File: src/rtl/mipi_csi_pkg.sv
// Shared constants and types for the CSI-2 2-lane packet decoder.
// Combinational helpers only; no latency and no backpressure of its own.
package mipi_csi_pkg;

   localparam logic [7:0] SYNC_BYTE   = 8'hB8;

   localparam logic [5:0] DT_LONG_MIN = 6'h10;
   localparam logic [5:0] DT_YUV422_8 = 6'h1E;
   localparam logic [5:0] DT_RGB565   = 6'h22;
   localparam logic [5:0] DT_RGB888   = 6'h24;
   localparam logic [5:0] DT_RAW8     = 6'h2A;
   localparam logic [5:0] DT_RAW10    = 6'h2B;
   localparam logic [5:0] DT_RAW12    = 6'h2C;
   localparam logic [5:0] DT_RAW14    = 6'h2D;

   typedef enum logic [2:0] {
      PT_NONE     = 3'd0,
      PT_RAW8     = 3'd1,
      PT_RAW10    = 3'd2,
      PT_RAW12    = 3'd3,
      PT_RAW14    = 3'd4,
      PT_YUV422_8 = 3'd5,
      PT_RGB565   = 3'd6,
      PT_RGB888   = 3'd7
   } pkt_type_e;

   typedef enum logic [2:0] {
      ST_IDLE,
      ST_HDR0,
      ST_HDR1,
      ST_PAYLOAD,
      ST_SKIP
   } state_e;

   function automatic pkt_type_e dt_to_type(input logic [5:0] dt);
      pkt_type_e t;
      case (dt)
         DT_RAW8:     t = PT_RAW8;
         DT_RAW10:    t = PT_RAW10;
         DT_RAW12:    t = PT_RAW12;
         DT_RAW14:    t = PT_RAW14;
         DT_YUV422_8: t = PT_YUV422_8;
         DT_RGB565:   t = PT_RGB565;
         DT_RGB888:   t = PT_RGB888;
         default:     t = PT_NONE;
      endcase
      return t;
   endfunction

endpackage

File: src/rtl/csi_header_ecc.sv
// CSI-2 packet header ECC: 6 parity bits over {WC[15:0], DI[7:0]}.
// Purely combinational, zero latency, no backpressure.
module csi_header_ecc (
   input  logic [23:0] hdr_i,
   output logic [5:0]  ecc_o
);

   // Each mask selects the header bits covered by one parity bit.
   localparam logic [23:0] M0 = 24'hF12CB7;
   localparam logic [23:0] M1 = 24'hF2555B;
   localparam logic [23:0] M2 = 24'h749A6D;
   localparam logic [23:0] M3 = 24'hB8E38E;
   localparam logic [23:0] M4 = 24'hDF03F0;
   localparam logic [23:0] M5 = 24'hEFFC00;

   always_comb begin
      ecc_o[0] = ^(hdr_i & M0);
      ecc_o[1] = ^(hdr_i & M1);
      ecc_o[2] = ^(hdr_i & M2);
      ecc_o[3] = ^(hdr_i & M3);
      ecc_o[4] = ^(hdr_i & M4);
      ecc_o[5] = ^(hdr_i & M5);
   end

endmodule

File: src/rtl/mipi_csi_rx_packet_decoder_8b2l.sv
// CSI-2 2-lane packet decoder: sync detect, header parse, long-packet payload forward.
// Payload out 1 cycle after sampling; no backpressure, data_valid_i low aborts the packet.
// Optional CSI_PKT_DEC_ECC_CHECK_EN: header ECC mismatch routes the packet to SKIP.
module mipi_csi_rx_packet_decoder_8b2l
   import mipi_csi_pkg::*;
#(
   parameter logic [7:0] SYNC_BYTE_P = SYNC_BYTE,
   parameter int         LANES       = 2
) (
   input  logic                 clk_i,
   input  logic                 reset_n_i,
   input  logic                 data_valid_i,
   input  logic [LANES*8-1:0]   data_i,
   output logic                 output_valid_o,
   output logic [LANES*8-1:0]   data_o,
   output logic [15:0]          packet_length_o,
   output logic [2:0]           packet_type_o
);

   localparam int W = LANES * 8;

   state_e           state_q, state_d;
   logic [7:0]       di_q, di_d;
   logic [7:0]       wc_lo_q, wc_lo_d;
   logic [15:0]      cnt_q, cnt_d;
   logic [15:0]      len_q, len_d;
   pkt_type_e        type_q, type_d;
   logic             out_vld_q, out_vld_d;
   logic [W-1:0]     out_dat_q, out_dat_d;

   logic [15:0]      hdr_wc;
   logic [15:0]      cnt_dec;
   logic             hdr_ok;
   pkt_type_e        hdr_type;

   assign hdr_wc  = {data_i[7:0], wc_lo_q};
   assign cnt_dec = (cnt_q > 16'd2) ? (cnt_q - 16'd2) : 16'd0;

`ifdef CSI_PKT_DEC_ECC_CHECK_EN
   logic [5:0] ecc_calc;

   csi_header_ecc u_ecc (
      .hdr_i ({hdr_wc, di_q}),
      .ecc_o (ecc_calc)
   );

   assign hdr_ok = (ecc_calc == data_i[13:8]);
`else
   logic unused_vc;
   assign unused_vc = &{1'b0, di_q[7:6]};
   assign hdr_ok    = 1'b1;
`endif

   always_comb begin
      state_d   = state_q;
      di_d      = di_q;
      wc_lo_d   = wc_lo_q;
      cnt_d     = cnt_q;
      len_d     = len_q;
      type_d    = type_q;
      out_vld_d = 1'b0;
      out_dat_d = out_dat_q;
      hdr_type  = hdr_ok ? dt_to_type(di_q[5:0]) : PT_NONE;

      if (state_q == ST_IDLE) begin
         if (data_valid_i && data_i == {SYNC_BYTE_P, SYNC_BYTE_P}) begin
            state_d = ST_HDR0;
         end
      end else if (!data_valid_i) begin
         // Lanes dropped to LP mid-packet: abandon it, keep the reported header.
         state_d = ST_IDLE;
      end else begin
         case (state_q)
            ST_HDR0: begin
               di_d    = data_i[7:0];
               wc_lo_d = data_i[15:8];
               state_d = ST_HDR1;
            end
            ST_HDR1: begin
               if (di_q[5:0] < DT_LONG_MIN) begin
                  state_d = ST_IDLE;
               end else begin
                  len_d  = hdr_wc;
                  type_d = hdr_type;
                  cnt_d  = hdr_wc;
                  if (hdr_wc == 16'd0) begin
                     state_d = ST_IDLE;
                  end else if (hdr_type != PT_NONE) begin
                     state_d = ST_PAYLOAD;
                  end else begin
                     state_d = ST_SKIP;
                  end
               end
            end
            ST_PAYLOAD: begin
               out_vld_d = 1'b1;
               out_dat_d = data_i;
               cnt_d     = cnt_dec;
               if (cnt_dec == 16'd0) begin
                  state_d = ST_IDLE;
               end
            end
            ST_SKIP: begin
               cnt_d = cnt_dec;
               if (cnt_dec == 16'd0) begin
                  state_d = ST_IDLE;
               end
            end
            default: state_d = ST_IDLE;
         endcase
      end
   end

   always_ff @(posedge clk_i or negedge reset_n_i) begin
      if (!reset_n_i) begin
         state_q   <= ST_IDLE;
         di_q      <= 8'd0;
         wc_lo_q   <= 8'd0;
         cnt_q     <= 16'd0;
         len_q     <= 16'd0;
         type_q    <= PT_NONE;
         out_vld_q <= 1'b0;
         out_dat_q <= '0;
      end else begin
         state_q   <= state_d;
         di_q      <= di_d;
         wc_lo_q   <= wc_lo_d;
         cnt_q     <= cnt_d;
         len_q     <= len_d;
         type_q    <= type_d;
         out_vld_q <= out_vld_d;
         out_dat_q <= out_dat_d;
      end
   end

   assign output_valid_o  = out_vld_q;
   assign data_o          = out_dat_q;
   assign packet_length_o = len_q;
   assign packet_type_o   = type_q;

endmodule

File: config.mk
export PLATFORM = sky130hd
export DESIGN_NAME = mipi_csi_rx_packet_decoder_8b2l
export DESIGN_NICKNAME = d
export VERILOG_FILES = /design/src/rtl/mipi_csi_pkg.sv /design/src/rtl/csi_header_ecc.sv /design/src/rtl/mipi_csi_rx_packet_decoder_8b2l.sv
export SDC_FILE = /design/constraint.sdc
export NUM_CORES = 1
export LEC_CHECK = 0
export BUFFER_PORTS_ARGS = -buffer_cell sky130_fd_sc_hd__buf_4
export CAP_MARGIN = 20
export CELL_PAD_IN_SITES_DETAIL_PLACEMENT = 0
export CELL_PAD_IN_SITES_GLOBAL_PLACEMENT = 1
export CORE_MARGIN = 5
export CORE_UTILIZATION = 43
export CTS_CLUSTER_SIZE = 16
export DETAILED_ROUTE_END_ITERATION = 7
export PLACE_DENSITY_LB_ADDON = 0.15
export SLEW_MARGIN = 20
export SYNTH_ARGS = -nofsm -noshare
export SYNTH_HDL_FRONTEND = slang
export SYNTH_SLANG_ARGS = --single-unit
File: constraint.sdc
create_clock -name clk_i -period 3.3 [get_ports clk_i]
set_input_delay 0.165 -clock clk_i [delete_from_list [all_inputs] [get_ports clk_i]]
set_output_delay 0.165 -clock clk_i [all_outputs]
set_load 0.1 [all_outputs]
==> results.json <==
{
  "yosys.cell_types.count": 53,
  "grtUsageTotal": 0.197,
  "cp_cell_sequence": "or4_4 > or4_4 > o21ai_2 > or4b_4 > a311oi_1",
  "fin_area_mm2": 0.00406,
  "holdWs_ps": 58.2,
  "reg2reg_to": "state_q[0]$_DFFE_PN0P_",
  "min_from": "data_i[6]",
  "path_buf_inv": 0,
  "num-fill-cells": 701,
  "die-width_um": 98.2,
  "antennaDiodeCount": 0,
  "place_area_mm2": 0.00385,
  "wl_um": 9030,
  "routedWlPerCell_um": 18.0,
  "endpoint_kind": "flop",
  "timing.setup.tns_ps": 0,
  "firstDrtPassIters": 4,
  "drc": 0,
  "avgSynthCellArea_um2": 9.98,
  "synth_warnings": 0,
  "cp_num_cells": 5,
  "cts_hold_buf": 1,
  "routabilityCongestion": 0.881,
  "worst_slew_pin_slew_ps": 947,
  "synth.most_common_cell": "dfrtp_1",
  "synthTopCellsByCount": "69 x dfrtp_1, 62 x nand2_1, 29 x mux2_2, 28 x o21ai_0, 23 x nor2_1",
  "use_met3": 0.0379,
  "ys_ff_latch": 69,
  "synth.largest_area_cell": "dfrtp_1",
  "cp_common_cell": "or4_4",
  "period_minus_slack_ps": 2520,
  "initialDrtViolationCount": 108,
  "hold_depth": 3,
  "cts.repair.resized": 0,
  "drv_slew": 0,
  "worstPathArrival_ps": 2780,
  "fmax_ghz": 0.397,
  "r2r-start": "cnt_q[10]$_DFFE_PN0P_",
  "fp.coreArea_mm2": 0.00765,
  "maxCapViolCount": 0,
  "startpoint_type": "flop",
  "min_to": "packet_length_o[14]$_DFFE_PN0P_",
  "grt-ovfl-total": 0,
  "r2r_cells": 5,
  "via_per_inst": 5.61,
  "dp_hpwl_um": 6330,
  "cts_made_buffers": 9,
  "area_growth_syn_to_layout_pct": 21.4,
  "ys_top_cells_by_area": "dfrtp_1 52%, mux2_2 9.8%, nand2_1 7.0%",
  "final_util": 0.531,
  "start_util": 0.437,
  "rsz0062_at_grt": "no",
  "syn_inst": 335,
  "holdCritPathClass": "input pin to flop",
  "worst-r2r-setup-slack_ps": 780,
  "grt_use_met1": 0.271,
  "syn_nets": 355,
  "grt_pass1_vias": 2775,
  "critical_path.max_stage_delay_ps": 580,
  "clock_path_buffers": 2,
  "cts_tree": "yes",
  "synth_edf_count": 0,
  "ys.flop_type": "dfrtp_1",
  "status": "complete, no violations",
  "cp_max_fo": 6,
  "die_area_mm2": 0.00964,
  "required_ps": 3560,
  "clk_pin_slew_ps": 80,
  "top_usage_layer": "met2",
  "postCtsSetupRepairBufs": 0,
  "cp_top_family": "simple AND/OR/NAND/NOR gates",
  "layout.nets": 414,
  "via_count": 2813,
  "grt_pass1_wl_um": 15100,
  "cts-root-buf": "clkbuf_8",
  "hold_violations": 0,
  "yosys.area.top_type_share": 0.517,
  "met2_usage": 0.311,
  "io_pins": 55,
  "syn-cell-area_mm2": 0.00334,
  "setup_violations": 0,
  "cpMaxStageDelayCell": "or4_4",
  "num_rows": 32,
  "relSlewSlack": 0.367,
  "clock_skew_ps": 7.67,
  "cts_max_level": 3,
  "grt_max_degree": 70,
  "async_flop_share": 1.00,
  "die_h_um": 98.2,
  "antenna_found_initial": 0,
  "antenna_left": 0,
  "port_buffers": 54,
  "clock-sinks": 69,
  "crit_type": "flop to flop",
  "ys_seq_area_frac": 0.517,
  "layout-drive-gt1-share": 0.293,
  "clock_latency_ps": 350,
  "post-route-period-util": 0.764
}
==> how the worst max path moves through the flow <==
stage | from | to | slack [ps]
floorplan | cnt_q[10]$_DFFE_PN0P_ | state_q[0]$_DFFE_PN0P_ | 930
global placement | cnt_q[10]$_DFFE_PN0P_ | state_q[0]$_DFFE_PN0P_ | 860
detailed placement | cnt_q[10]$_DFFE_PN0P_ | state_q[0]$_DFFE_PN0P_ | 790
CTS | cnt_q[10]$_DFFE_PN0P_ | state_q[0]$_DFFE_PN0P_ | 780
global route | cnt_q[1]$_DFFE_PN0P_ | state_q[0]$_DFFE_PN0P_ | 590
finish | cnt_q[10]$_DFFE_PN0P_ | state_q[0]$_DFFE_PN0P_ | 780
==> placed cells by master (no fill, tap or decap), drive strengths merged, types with 3 or more instances in the layout <==
master / count
a21oi: 17
nor2: 23
clkbuf: 9
nor3: 12
o21ai: 29
nand2: 62
clkinv: 4
nor4: 7
dfrtp: 69
nand3b: 4
or3: 3
o2bb2ai: 3
inv: 7
a32oi: 5
o31ai: 3
nor2b: 4
buf: 60
nand3: 3
a22oi: 5
mux2: 29
or4: 5
==> per-stage QoR <==
stage                     setup slack, ps  cells
after floorplan                       927    335
after global placement                861    484
after detailed placement              788    484
after CTS                             777    501
after global routing                  589    501
final                                 778    501
==> routing by layer <==
| layer | wire (µm) | vias up |
|---|---|---|
| met5 | 0 | - |
| met4 | 195 | 0 |
| met3 | 506 | 16 |
| met2 | 4320 | 71 |
| met1 | 4010 | 1388 |
| li1 | - | 1338 |
==> flip-flops by register name, summed over array words and instances (netlist names) <==
signal	count
output_valid_o	1
data_o	16
wc_lo_q	8
state_q	3
di_q	6
cnt_q	16
packet_length_o	16
packet_type_o	3
==> logic make-up (layout without fill, tap and decap cells) <==
logic type | after synthesis | count (layout) | share of synthesized area
compound gates | 78 | 78 | 0.147
xor+xnor | 2 | 2 | 0.00524
fa+ha+maj | 1 | 1 | 0.00374
buf+inv | 19 | 83 | 0.0277
flops | 69 | 69 | 0.517
mux | 29 | 29 | 0.0977
simple gates | 137 | 137 | 0.202
==> worst min-delay path: cells and delay by family <==
family	cells	cell delay, ps
and+or+nand+nor	2	110
buffers and inverters	1	110
==> final cells by class <==
class	count	area [µm²]	share of cell area
Clock buffer	9	124	0.0305
Clock inverter	7	73.8	0.0182
Inverter	6	22.5	0.00555
Multi-Input combinational cell	247	1520	0.375
Sequential cell	69	1730	0.426
Tap cell	102	128	0.0315
Timing Repair Buffer	61	460	0.113
Power is left out: the tool's default activity adds up to more than one toggle a clock period on the data nets, which glitch-free logic cannot reach.
